### src/rtl/uart_pkg.sv
// Shared types and helpers for the UART receive path.
// Optional parity support elsewhere is enabled with the UART_RX_PARITY_EN macro.
package uart_pkg;

  typedef enum logic [2:0] {
    IDLE,
    START,
    DATA,
    PARITY,
    STOP,
    BREAK
  } uart_rx_state_e;

  localparam logic UART_IDLE_LVL = 1'b1;

  // Expected parity bit for up to 32 data bits; zero-extension does not change the XOR.
  function automatic logic calc_parity(input logic [31:0] data, input logic odd);
    return (^data) ^ odd;
  endfunction

endpackage

### src/rtl/uart_rx_sync.sv
// Two-flop synchroniser for the asynchronous serial line plus falling-edge detect.
module uart_rx_sync
  import uart_pkg::*;
(
  input  logic i_clk,
  input  logic i_rst,
  input  logic i_rx,
  output logic o_rx_s,
  output logic o_rx_fall
);

  logic meta_q;
  logic sync_q;
  logic prev_q;

  // Flops reset to the idle line level so reset release never looks like a start edge.
  always_ff @(posedge i_clk or posedge i_rst) begin
    if (i_rst) begin
      meta_q <= UART_IDLE_LVL;
      sync_q <= UART_IDLE_LVL;
      prev_q <= UART_IDLE_LVL;
    end else begin
      meta_q <= i_rx;
      sync_q <= meta_q;
      prev_q <= sync_q;
    end
  end

  assign o_rx_s    = sync_q;
  assign o_rx_fall = prev_q & ~sync_q;

endmodule

### src/rtl/uart_rx_byte.sv
// UART receiver: 16x-oversampled deserialiser delivering one byte per good frame.
// Defining UART_RX_PARITY_EN adds a parity bit between data and stop and enables o_parity_err.
module uart_rx_byte #(
  parameter int SIZE_DATA  = 8,
  parameter int OVERSAMPLE = 16
`ifdef UART_RX_PARITY_EN
  ,
  parameter int PARITY_ODD = 0
`endif
) (
  input  logic                 i_clk,
  input  logic                 i_rst,
  input  logic                 i_stick,
  input  logic                 i_rx,
  output logic                 o_wr_en,
  output logic [SIZE_DATA-1:0] o_data,
  output logic                 o_frame_err,
  output logic                 o_parity_err,
  output logic                 o_busy
);

  import uart_pkg::*;

  localparam int TICK_W = $clog2(OVERSAMPLE);
  localparam int BIT_W  = (SIZE_DATA > 1) ? $clog2(SIZE_DATA) : 1;
  localparam logic [TICK_W-1:0] TICK_MID  = TICK_W'(OVERSAMPLE / 2 - 1);
  localparam logic [TICK_W-1:0] TICK_LAST = TICK_W'(OVERSAMPLE - 1);
  localparam logic [BIT_W-1:0]  BIT_LAST  = BIT_W'(SIZE_DATA - 1);

  uart_rx_state_e       state_q;
  logic [TICK_W-1:0]    tick_q;
  logic [BIT_W-1:0]     bit_q;
  logic [SIZE_DATA-1:0] shift_q;
  logic [SIZE_DATA-1:0] shift_d;
  logic [SIZE_DATA-1:0] data_q;
  logic                 wr_q;
  logic                 ferr_q;
  logic                 par_bad_s;
  logic                 rx_s;
  logic                 rx_fall;

  uart_rx_sync u_sync (
    .i_clk    (i_clk),
    .i_rst    (i_rst),
    .i_rx     (i_rx),
    .o_rx_s   (rx_s),
    .o_rx_fall(rx_fall)
  );

  // Shift register with the current line sample inserted at the active bit position.
  always_comb begin
    shift_d        = shift_q;
    shift_d[bit_q] = rx_s;
  end

`ifdef UART_RX_PARITY_EN
  logic perr_q;
  logic perr_pend_q;

  // Parity verdict is latched mid parity bit and acted on at mid stop.
  always_ff @(posedge i_clk or posedge i_rst) begin
    if (i_rst) begin
      perr_pend_q <= 1'b0;
      perr_q      <= 1'b0;
    end else begin
      perr_q <= 1'b0;
      if (state_q == PARITY && i_stick && tick_q == TICK_LAST) begin
        perr_pend_q <= (rx_s != calc_parity(32'(shift_q), 1'(PARITY_ODD)));
      end else if (state_q == STOP && i_stick && tick_q == TICK_LAST) begin
        perr_q <= rx_s & perr_pend_q;
      end else begin
        perr_pend_q <= perr_pend_q;
      end
    end
  end

  assign par_bad_s    = perr_pend_q;
  assign o_parity_err = perr_q;
`else
  assign par_bad_s    = 1'b0;
  assign o_parity_err = 1'b0;
`endif

  // Receive FSM with counters and registered output pulses.
  always_ff @(posedge i_clk or posedge i_rst) begin
    if (i_rst) begin
      state_q <= IDLE;
      tick_q  <= '0;
      bit_q   <= '0;
      shift_q <= '0;
      data_q  <= '0;
      wr_q    <= 1'b0;
      ferr_q  <= 1'b0;
    end else begin
      wr_q   <= 1'b0;
      ferr_q <= 1'b0;
      case (state_q)
        IDLE: begin
          // Start edge is checked every clock, not just on oversample ticks.
          if (rx_fall) begin
            state_q <= START;
            tick_q  <= '0;
            bit_q   <= '0;
          end
        end
        START: begin
          if (i_stick) begin
            if (tick_q == TICK_MID) begin
              tick_q  <= '0;
              state_q <= rx_s ? IDLE : DATA;
            end else begin
              tick_q <= tick_q + TICK_W'(1);
            end
          end
        end
        DATA: begin
          if (i_stick) begin
            if (tick_q == TICK_LAST) begin
              tick_q  <= '0;
              shift_q <= shift_d;
              if (bit_q == BIT_LAST) begin
                bit_q <= '0;
`ifdef UART_RX_PARITY_EN
                state_q <= PARITY;
`else
                state_q <= STOP;
`endif
              end else begin
                bit_q <= bit_q + BIT_W'(1);
              end
            end else begin
              tick_q <= tick_q + TICK_W'(1);
            end
          end
        end
`ifdef UART_RX_PARITY_EN
        PARITY: begin
          if (i_stick) begin
            if (tick_q == TICK_LAST) begin
              tick_q  <= '0;
              state_q <= STOP;
            end else begin
              tick_q <= tick_q + TICK_W'(1);
            end
          end
        end
`endif
        STOP: begin
          if (i_stick) begin
            if (tick_q == TICK_LAST) begin
              tick_q <= '0;
              if (!rx_s) begin
                ferr_q  <= 1'b1;
                state_q <= BREAK;
              end else if (par_bad_s) begin
                state_q <= IDLE;
              end else begin
                wr_q    <= 1'b1;
                data_q  <= shift_q;
                state_q <= IDLE;
              end
            end else begin
              tick_q <= tick_q + TICK_W'(1);
            end
          end
        end
        BREAK: begin
          if (rx_s) begin
            state_q <= IDLE;
          end
        end
        default: begin
          state_q <= IDLE;
          tick_q  <= '0;
          bit_q   <= '0;
        end
      endcase
    end
  end

  assign o_wr_en     = wr_q;
  assign o_data      = data_q;
  assign o_frame_err = ferr_q;
  assign o_busy      = (state_q != IDLE);

endmodule
### config.mk
export PLATFORM = sky130hd
export DESIGN_NAME = uart_rx_byte
export DESIGN_NICKNAME = d
export VERILOG_FILES = /design/src/rtl/uart_pkg.sv /design/src/rtl/uart_rx_sync.sv /design/src/rtl/uart_rx_byte.sv
export SDC_FILE = /design/constraint.sdc
export NUM_CORES = 1
export LEC_CHECK = 0
export BUFFER_PORTS_ARGS = -buffer_cell sky130_fd_sc_hd__buf_2
export CAP_MARGIN = 30
export CORE_AREA = 2 2 56 58
export CTS_BUF_LIST = sky130_fd_sc_hd__clkbuf_16
export DETAILED_ROUTE_END_ITERATION = 10
export DIE_AREA = 0 0 58 60
export PLACE_DENSITY_LB_ADDON = 0.2
export SLEW_MARGIN = 40
export SYNTH_ARGS = -nofsm -noshare
export SYNTH_HDL_FRONTEND = slang
export SYNTH_HIERARCHICAL = 1
export SYNTH_SLANG_ARGS = --single-unit
export TNS_END_PERCENT = 100
### constraint.sdc
create_clock -name i_clk -period 1.95 [get_ports i_clk]
set_clock_uncertainty 0.05 [all_clocks]
set_input_delay 0.4875 -clock i_clk [delete_from_list [all_inputs] [get_ports i_clk]]
set_output_delay 0.4875 -clock i_clk [all_outputs]
set_load 0.03 [all_outputs]
==> results of run 1 <==
## per-layer routing
layer	routed length, um	vias to the layer above
met4	68	0
met5	0	-
met3	92	10
li1	-	530
met2	1363	26
met1	1305	547
## cell usage after synthesis, drive strengths merged, types with 2 or more instances
library cell / number
dfrtp: 28
mux2: 16
nand2: 13
inv: 8
o21ai: 7
nor2: 6
buf: 5
nand4: 5
nor3: 5
mux2i: 4
nand3: 4
nor2b: 4
a21oi: 3
dfstp: 3
ha: 3
nor3b: 3
a31oi: 2
clkbuf: 2
o211ai: 2
## cells by family after synthesis
logic type | Yosys count | synth area share [%]
multiplexers | 20 | 14.08
XOR/XNOR | 1 | 0.5601
AND/OR/NAND/NOR | 48 | 19.84
other | 1 | 0.2398
AO/OA/AOI/OAI | 19 | 8.079
adder cells (fa/ha/maj) | 3 | 2.400
buffers and inverters | 15 | 4.960
flip-flops | 31 | 49.84
## placed cells by master (no fill, tap or decap), drive strengths merged, types with 3 or more instances in the layout
cell	count
nor2	6
dfrtp	28
nand2	13
clkbuf	5
mux2i	4
nor3	5
nor2b	4
nor3b	3
a21oi	3
nand4	5
o21ai	7
mux2	16
buf	22
dfstp	3
inv	8
ha	3
nand3	4
## worst register-to-register path: stages (launching register included)
cell and delay (ns):
sky130_fd_sc_hd__dfrtp_1 0.39, sky130_fd_sc_hd__ha_1 0.29, sky130_fd_sc_hd__nand4_4 0.21, sky130_fd_sc_hd__nor3_4 0.25
sky130_fd_sc_hd__buf_12 0.15, sky130_fd_sc_hd__mux2_2 0.34
## power groups by stage
stage | Clock (mW) | Combinational [mW] | Sequential (mW)
2_1_floorplan | 0 | 0.299 | 0.779
3_3_place_gp | 0 | 0.367 | 0.798
3_5_place_dp | 0 | 0.382 | 0.803
4_1_cts | 0.859 | 0.397 | 0.792
5_1_grt | 0.890 | 0.447 | 0.806
6_report | 0.845 | 0.402 | 0.795
## through the flow
stage	power (mW)	worst slack, ns	util, %
2_1_floorplan	1.078	0.2492	-
3_3_place_gp	1.165	0.1676	58.32
3_5_place_dp	1.184	0.1453	58.32
4_1_cts	2.049	0.01872	64.48
5_1_grt	2.142	0.007872	64.70
6_report	2.043	0.04019	64.70
## cell type report
class	count	share of cell area [%]
Clock buffer	5	6.662
Timing Repair Buffer	22	7.928
Multi-Input combinational cell	92	38.04
Inverter	8	1.599
Clock inverter	3	2.065
Tap cell	33	2.199
Sequential cell	31	41.51
## worst max-delay path by stage
stage | from | to | cells past startpoint
floorplan | tick_q[0] | shift_q[7] | 6
global placement | state_q[1] | shift_q[3] | 4
detailed placement | state_q[1] | shift_q[7] | 4
CTS | state_q[0] | o_busy | 3
global route | state_q[0] | o_busy | 3
finish | state_q[0] | o_busy | 3
## state kept, by name (all words and copies together) (netlist names)
signal / count
o_wr_en: 1
state_q: 3
u_sync/meta_q: 1
bit_q: 3
shift_q: 8
u_sync/o_rx_s: 1
o_frame_err: 1
u_sync/prev_q: 1
o_data: 8
tick_q: 4
## timing repair
item | in CTS | in global routing
endpoints found under the setup margin | 1 | 2
gates resized for setup | 2 | 2
buffers inserted | 1 | 0
==> results.toml, run 1 <==
[synthesis]
share_of_the_synthesized_area_in_the_top_cell_type_pct = 44.80
synth-main-ff-cell = "sky130_fd_sc_hd__dfrtp_1"
netlist_instances = 138
post_synth_instance_area_sq_um = 1564
synth_area_leaders = "sky130_fd_sc_hd__dfrtp_1, sky130_fd_sc_hd__mux2_2, sky130_fd_sc_hd__dfstp_2, sky130_fd_sc_hd__nand2_1, sky130_fd_sc_hd__nor3_4"
synth_warnings = 6
syn_area_per_cell_sq_um = 11.33
synth.distinct_cells = 40
seq_total_area_yosys_pct = 49.84
synth_nets = 145
ys_seq_elements = 31
asr_flop_ratio_synth_pct = 100.0
yosys.area.top_type = "sky130_fd_sc_hd__dfrtp_1"
synth_enable_flop_cells = 0

[timing]
finalHoldViolCount = 0
finalSetupViolations = 0
holdWs_ns = 0.2176
rsz0062_at_grt = "no"
final.setup.tns_ns = 0
period_minus_slack_ns = 1.910
period_share_pct = 97.94
maxSlewViolCount = 0
achievable-frequency_mhz = 523.6

[placement]
gp_congestion = 0.9049
buffer_ports.inserted = 14
post-dp-hpwl_mm = 2.041
dpl.cell_count = 185
detailed_place.area_sq_um = 1693

[power_and_ir_drop]
power-per-cell-area_nw_per_um2 = 1088
switchingPower_mw = 0.5529
ir_worst_vdd_mv = 1.027
static-leakage-power_nw = 0.9364
internal_power_mw = 1.490
share_clk_of_total_power_pct = 41.4
sw_frac_of_total_pct = 27.07
seq_power_share_pct = 38.9
power.combinational.fraction_pct = 19.7

[hold_path]
worstHoldPathType = "input pin to async pin"

[detailed_routing]
total_wire_length_mm = 2.829
detail_route.iter0.violations = 25
route.antenna.remaining_nets = 0
drt_drc_violations_left = 0
drt-wirelength-per-cell_um = 14.58
drt_pass1_iterations = 4
post_drt_via_cell_ratio = 5.737
detailroute.via_count = 1113

[cells_and_area]
fin_cells = 194
drive_above_1_share_pct = 34.78
layout-area-overhead-vs-synth_pct = 20.08
final_standard_cell_area_without_fillers_sq_um = 1878
area_of_the_multi_input_gates_sq_um = 714.4
layout_net_count = 167
filler_cell_count = 226
area.sequential_sq_um = 779.5
num_antenna_cells = 0

[global_route]
grt_pass1_wl_mm = 4.885
grt_start_max_net_pins = 29
grt_usage_pct = 18.96
first_global_vias = 1078
grt_overflow = 0
grt_use_met3_pct = 4.762
global_route.usage.met2_pct = 30.52
top_usage_layer = "met2"
antenna_found_initial = 0
global_route.usage.met1_pct = 23.80

[worst_setup_path]
worstReg2RegStart = "tick_q[1]"
arrival_ns = 1.37
crit_buf_inv = 2
critical_path.top_delay_family = "simple AND/OR/NAND/NOR gates"
worst_r2r_path_depth = 5
timing.setup.critical_path_class = "flip-flop to output port"
critical-path-max-stage-delay_ns = 0.41
crit_path_cell_trace = "buf_4 > or3_4 > buf_6"
crit_fanout = 10
critical_path_required_ns = 1.41
critical-path-slowest-cell = "sky130_fd_sc_hd__or3_4"
endpoint_kind = "output port"
startpoint_type = "flip-flop"
regToRegSetupSlack_ns = 0.16
timing.rr.end = "o_data[7]"

[clock_network]
numCtsBuffers = 5
cts_tree = "yes"
cts_sinks = 31
clock_tree.root_cell = "sky130_fd_sc_hd__clkbuf_16"
htreeDepth = 2
path_clk_slew_ns = 0.05
hold_buffers = 0
clock_tree.buffer_depth = 2
clk-insertion-delay-late_ns = 0.27

[floorplan]
die_width_um = 58
core.rowCount = 20
floorplan.io_pins = 16
core_sq_um = 2903
die_height_um = 60
initial_utilization_pct = 53.88
die_area_sq_um = 3480

[outcome]
status = "finished, final reports clean"

[flow_run]
max-cap-violations = 0
(Power assumes the default switching activity.)
==> run 2: changes to the inputs <==
--- a/config.mk
+++ b/config.mk
@@ -7,12 +7,14 @@
 export LEC_CHECK = 0
 export BUFFER_PORTS_ARGS = -buffer_cell sky130_fd_sc_hd__buf_2
 export CAP_MARGIN = 30
-export CORE_AREA = 2 2 56 58
+export CELL_PAD_IN_SITES_DETAIL_PLACEMENT = 1
+export CELL_PAD_IN_SITES_GLOBAL_PLACEMENT = 1
+export CORE_AREA = 2 2 62 64
 export CTS_BUF_LIST = sky130_fd_sc_hd__clkbuf_16
 export DETAILED_ROUTE_END_ITERATION = 10
-export DIE_AREA = 0 0 58 60
+export DIE_AREA = 0 0 64 66
 export PLACE_DENSITY_LB_ADDON = 0.2
-export SLEW_MARGIN = 40
+export SLEW_MARGIN = 20
 export SYNTH_ARGS = -nofsm -noshare
 export SYNTH_HDL_FRONTEND = slang
 export SYNTH_HIERARCHICAL = 1
==> results.toml, run 2 (synthesis gave the netlist of run 1 again) <==
[cells_and_area]
top_library_cells_by_usage_in_the_layout_fill_and_taps_aside = "sky130_fd_sc_hd__dfrtp_1, sky130_fd_sc_hd__mux2_2, sky130_fd_sc_hd__nand2_1, sky130_fd_sc_hd__buf_2"
final_core_util_pct = 53.56
num_antenna_cells = 0
fin_cells = 210
final_standard_cell_area_without_fillers_sq_um = 1902
layout-area-overhead-vs-synth_pct = 21.60
layout_commonest_cell = "sky130_fd_sc_hd__dfrtp_1"
layout_net_count = 168
drive_above_1_share_pct = 34.57

[timing]
period_share_pct = 97.06
maxSlewViolCount = 0
achievable-frequency_mhz = 528.4
finalHoldViolCount = 0
period_minus_slack_ns = 1.893
rsz0062_at_grt = "no"
finalSetupViolations = 0
final.setup.worst_slack_ns = 0.05742
final.setup.tns_ns = 0

[floorplan]
floorplan.io_pins = 16
die_height_um = 66
core.rowCount = 22
initial_utilization_pct = 44.05
core_sq_um = 3551
die_width_um = 64
die_area_sq_um = 4224

[global_route]
grt_start_max_net_pins = 29
grt_pass1_wl_mm = 5.747
first_global_vias = 1197
grt_overflow = 0
grt_usage_pct = 18.59
antenna_found_initial = 0

[placement]
dpl.cell_count = 201
placement.setup.worst_slack_ns = 0.1115
detailed_place.area_sq_um = 1719
post-dp-hpwl_mm = 2.346
gp_congestion = 0.8814
buffer_ports.inserted = 14

[clock_network]
cts_tree = "yes"
numCtsBuffers = 5
cts_sinks = 31
htreeDepth = 2
clock_tree.buffer_depth = 2
clock_tree.root_cell = "sky130_fd_sc_hd__clkbuf_16"
clk-insertion-delay-late_ns = 0.27
path_clk_slew_ns = 0.05

[detailed_routing]
drt_drc_violations_left = 0
total_wire_length_mm = 3.440
drt-wirelength-per-cell_um = 16.38
post_drt_via_cell_ratio = 5.538
detailroute.via_count = 1163
detail_route.iter0.violations = 56
route.antenna.remaining_nets = 0
drt_pass1_iterations = 5

[outcome]
status = "finished, final reports clean"

[worst_setup_path]
regToRegSetupSlack_ns = 0.09
startpoint_type = "flip-flop"
arrival_ns = 1.36
timing.setup.critical_path_class = "flip-flop to output port"
endpoint_kind = "output port"
critical_path_required_ns = 1.41
crit_fanout = 11

[flow_run]
max-cap-violations = 0

[power_and_ir_drop]
power-per-cell-area_nw_per_um2 = 1096
ir_worst_vdd_mv = 0.5946
static-leakage-power_nw = 0.9381

[hold_path]
worstHoldPathType = "input pin to async pin"
==> run 2: cell types whose count changed in the layout (fill, tap and decap cells not counted), sizes merged <==
cell  delta
buf      +1
==> run 2: layout make-up <==
class / instances / area, sq um
clock inverters: 3 / 38.79
well taps: 48 / 60.06
fillers: 387 / 1649
flip-flops and latches: 31 / 779.5
clock buffers: 5 / 125.1
repair buffers: 23 / 156.4
multi-input cells: 92 / 711.9
inverters: 8 / 30.03
==> run 2: per-layer routing <==
layer	wire length, um	track usage, %
met5	0	0
met4	46	7.337
met3	121	5.111
met2	1755	30.99
met1	1517	22.83
==> run 2: worst paths after layout <==
kind	to	startpoint	cells after the start
setup / recovery	o_busy	state_q[1]	3
hold / removal	u_sync/meta_q	i_rst	2
setup reg to reg	shift_q[7]	tick_q[0]	5
hold reg to reg	u_sync/o_rx_s	u_sync/meta_q	0
max in group asynchronous	tick_q[2]	i_rst	3
min in group i_clk	u_sync/meta_q	i_rx	1
==> run 2: metrics by stage <==
step	total power [mW]	hold slack [ns]
6_report	2.085	0.2164
5_1_grt	2.190	0.2416
2_1_floorplan	1.078	0.2952
3_3_place_gp	1.172	0.2989
3_5_place_dp	1.191	0.2976
4_1_cts	2.078	0.2170
==> run 2: where the power goes <==
part           switching (mW)  internal [mW]
clock                   0.255          0.594
combinational           0.246          0.194
sequential             0.0855          0.710
==> run 2: critical path, cell delays in order (launching register included) <==
cell and delay [ns]:
sky130_fd_sc_hd__dfrtp_1 0.36, sky130_fd_sc_hd__buf_4 0.18, sky130_fd_sc_hd__or3_4 0.40, sky130_fd_sc_hd__buf_6 0.15
==> run 2: repair_timing <==
item,4_1_cts,5_1_grt
hold buffers,0,0
buffers inserted,0,1
setup endpoints to repair,1,1
pin swaps,0,1
resized for setup,2,1
==> run 3: changes to the inputs <==
--- a/config.mk
+++ b/config.mk
@@ -5,18 +5,19 @@
 export SDC_FILE = /design/constraint.sdc
 export NUM_CORES = 1
 export LEC_CHECK = 0
+export ABC_AREA = 1
 export BUFFER_PORTS_ARGS = -buffer_cell sky130_fd_sc_hd__buf_2
 export CAP_MARGIN = 30
 export CELL_PAD_IN_SITES_DETAIL_PLACEMENT = 1
 export CELL_PAD_IN_SITES_GLOBAL_PLACEMENT = 1
-export CORE_AREA = 2 2 62 64
+export CORE_AREA = 2 2 63 65
 export CTS_BUF_LIST = sky130_fd_sc_hd__clkbuf_16
 export DETAILED_ROUTE_END_ITERATION = 10
-export DIE_AREA = 0 0 64 66
+export DIE_AREA = 0 0 65 67
 export PLACE_DENSITY_LB_ADDON = 0.2
 export SLEW_MARGIN = 20
 export SYNTH_ARGS = -nofsm -noshare
 export SYNTH_HDL_FRONTEND = slang
 export SYNTH_HIERARCHICAL = 1
 export SYNTH_SLANG_ARGS = --single-unit
-export TNS_END_PERCENT = 100
+export TNS_END_PERCENT = 1
==> results.toml, run 3 <==
[synthesis]
netlist_instances = 183
synthTopCellsByCount = "sky130_fd_sc_hd__nand2_1, sky130_fd_sc_hd__dfrtp_1, sky130_fd_sc_hd__inv_1"
yosys.area.top_type = "sky130_fd_sc_hd__dfrtp_1"
synth.distinct_cells = 24
ys_seq_elements = 31
synth_warnings = 6
synth_nets = 190
synth-main-ff-cell = "sky130_fd_sc_hd__dfrtp_1"
post_synth_instance_area_sq_um = 1534
seq_total_area_yosys_pct = 50.82
syn_area_per_cell_sq_um = 8.382
share_of_the_synthesized_area_in_the_top_cell_type_pct = 45.68
synth_area_leaders = "sky130_fd_sc_hd__dfrtp_1, sky130_fd_sc_hd__nand2_1, sky130_fd_sc_hd__dfstp_2, sky130_fd_sc_hd__nand3_1, sky130_fd_sc_hd__inv_1"
asr_flop_ratio_synth_pct = 100.0
post-synth-top-count-cell = "sky130_fd_sc_hd__nand2_1"
synth_enable_flop_cells = 0

[timing]
maxSlewViolCount = 0
achievable-frequency_mhz = 590.8
period_share_pct = 86.80
finalHoldViolCount = 0
final.setup.tns_ns = 0
period_minus_slack_ns = 1.693
rsz0062_at_grt = "no"
finalSetupViolations = 0

[outcome]
status = "finished, final reports clean"

[clock_network]
path_clk_slew_ns = 0.05
clock_tree.buffer_depth = 2
post_cts_resize_count = 0
cts_sinks = 31
hold_buffers = 0
htreeDepth = 2
numCtsBuffers = 5
clk-insertion-delay-late_ns = 0.28
cts_tree = "yes"
clock_tree.root_cell = "sky130_fd_sc_hd__clkbuf_16"
post_cts.repair.setup_buffers = 0

[flow_run]
max-cap-violations = 0

[detailed_routing]
post_drt_via_cell_ratio = 4.873
route.antenna.remaining_nets = 0
detail_route.iter0.violations = 33
drt_drc_violations_left = 0
drt_pass1_iterations = 4
drt-wirelength-per-cell_um = 13.33
detailroute.via_count = 1228
total_wire_length_mm = 3.358

[power_and_ir_drop]
power.combinational.fraction_pct = 24.7
switchingPower_mw = 0.7056
ir_worst_vdd_mv = 0.8309
seq_power_share_pct = 34.9
internal_power_mw = 1.448
static-leakage-power_nw = 0.9753
share_clk_of_total_power_pct = 40.4
sw_frac_of_total_pct = 32.77
power-per-cell-area_nw_per_um2 = 1181

[floorplan]
die_area_sq_um = 4355
core_sq_um = 3606
initial_utilization_pct = 42.54
core.rowCount = 22
die_width_um = 65
floorplan.io_pins = 16
die_height_um = 67

[global_route]
grt_overflow = 0
first_global_vias = 1294
grt_start_max_net_pins = 29
antenna_found_initial = 0
grt_usage_pct = 18.87
grt_pass1_wl_mm = 5.934

[cells_and_area]
final_standard_cell_area_without_fillers_sq_um = 1823
layout_net_count = 210
filler_cell_count = 445
layout-area-overhead-vs-synth_pct = 18.84
drive_above_1_share_pct = 21.08
num_antenna_cells = 0
area_of_the_multi_input_gates_sq_um = 661.9
layout_commonest_cell = "sky130_fd_sc_hd__nand2_1"
top_library_cells_by_usage_in_the_layout_fill_and_taps_aside = "sky130_fd_sc_hd__nand2_1, sky130_fd_sc_hd__dfrtp_1, sky130_fd_sc_hd__inv_1"
area.sequential_sq_um = 779.5

[hold_path]
worstHoldPathType = "input pin to async pin"

[worst_setup_path]
endpoint_kind = "output port"
regToRegSetupSlack_ns = 0.33
arrival_ns = 1.16
crit_fanout = 5
startpoint_type = "flip-flop"
critical_path_required_ns = 1.41
timing.setup.critical_path_class = "flip-flop to output port"

[placement]
gp_congestion = 0.8246
buffer_ports.inserted = 14
detailed_place.area_sq_um = 1659
post-dp-hpwl_mm = 2.465
[run 3: per-stage QoR]
| step | instances | util (%) | power (mW) | hold WS (ns) | worst slack, ns |
|---|---|---|---|---|---|
| 2_1_floorplan | 183 | - | 1.172 | 0.2952 | 0.5694 |
| 3_3_place_gp | 244 | 46.01 | 1.271 | 0.2988 | 0.4584 |
| 3_5_place_dp | 244 | 46.01 | 1.301 | 0.2978 | 0.3813 |
| 4_1_cts | 252 | 50.56 | 2.186 | 0.2035 | 0.2452 |
| 5_1_grt | 252 | 50.56 | 2.292 | 0.2454 | 0.1397 |
| 6_report | 252 | 50.56 | 2.153 | 0.2043 | 0.2573 |
[run 3: power groups by stage]
stage | Clock, mW | Combinational (mW) | Sequential [mW]
detailed placement | 0 | 0.539 | 0.762
CTS | 0.890 | 0.544 | 0.752
floorplan | 0 | 0.425 | 0.747
global placement | 0 | 0.514 | 0.757
global route | 0.916 | 0.617 | 0.760
finish | 0.869 | 0.533 | 0.751
[run 3: layout make-up]
type	count	area share, %
clock buffer	5	6.863
clock inverter	3	2.128
inverter	21	4.393
multi-input combinational	129	36.31
sequential	31	42.76
tap	48	3.294
timing repair buffer	15	4.255
[run 3: worst max-delay path, cell delays in order (launching register included)]
cell                      delay, ns
sky130_fd_sc_hd__dfrtp_1       0.43
sky130_fd_sc_hd__nor2_1        0.18
sky130_fd_sc_hd__nand2_1       0.09
sky130_fd_sc_hd__buf_2         0.18
[run 3: cells by family after synthesis]
| kind of cell | Yosys count | synth area share, % |
|---|---|---|
| AND/OR/NAND/NOR | 102 | 32.22 |
| XOR/XNOR | 2 | 1.142 |
| adder cells (fa/ha/maj) | 3 | 2.447 |
| flip-flops | 31 | 50.82 |
| AO/OA/AOI/OAI | 21 | 7.096 |
| buffers and inverters | 23 | 6.035 |
| other | 1 | 0.2445 |
[run 3: final timing paths]
check                               from             to  cells past startpoint
setup / recovery              state_q[1]         o_busy                      3
hold / removal                     i_rst  u_sync/o_rx_s                      2
setup reg to reg               tick_q[0]     shift_q[7]                      6
hold reg to reg            u_sync/meta_q  u_sync/o_rx_s                      0
max in group asynchronous          i_rst      o_data[1]                      3
min in group i_clk                  i_rx  u_sync/meta_q                      1
[run 3: metal layers]
metal,track usage [%],wire length (um)
met4,9.840,88
met1,20.11,1434
met5,0,0
met3,6.588,101
met2,32.86,1733
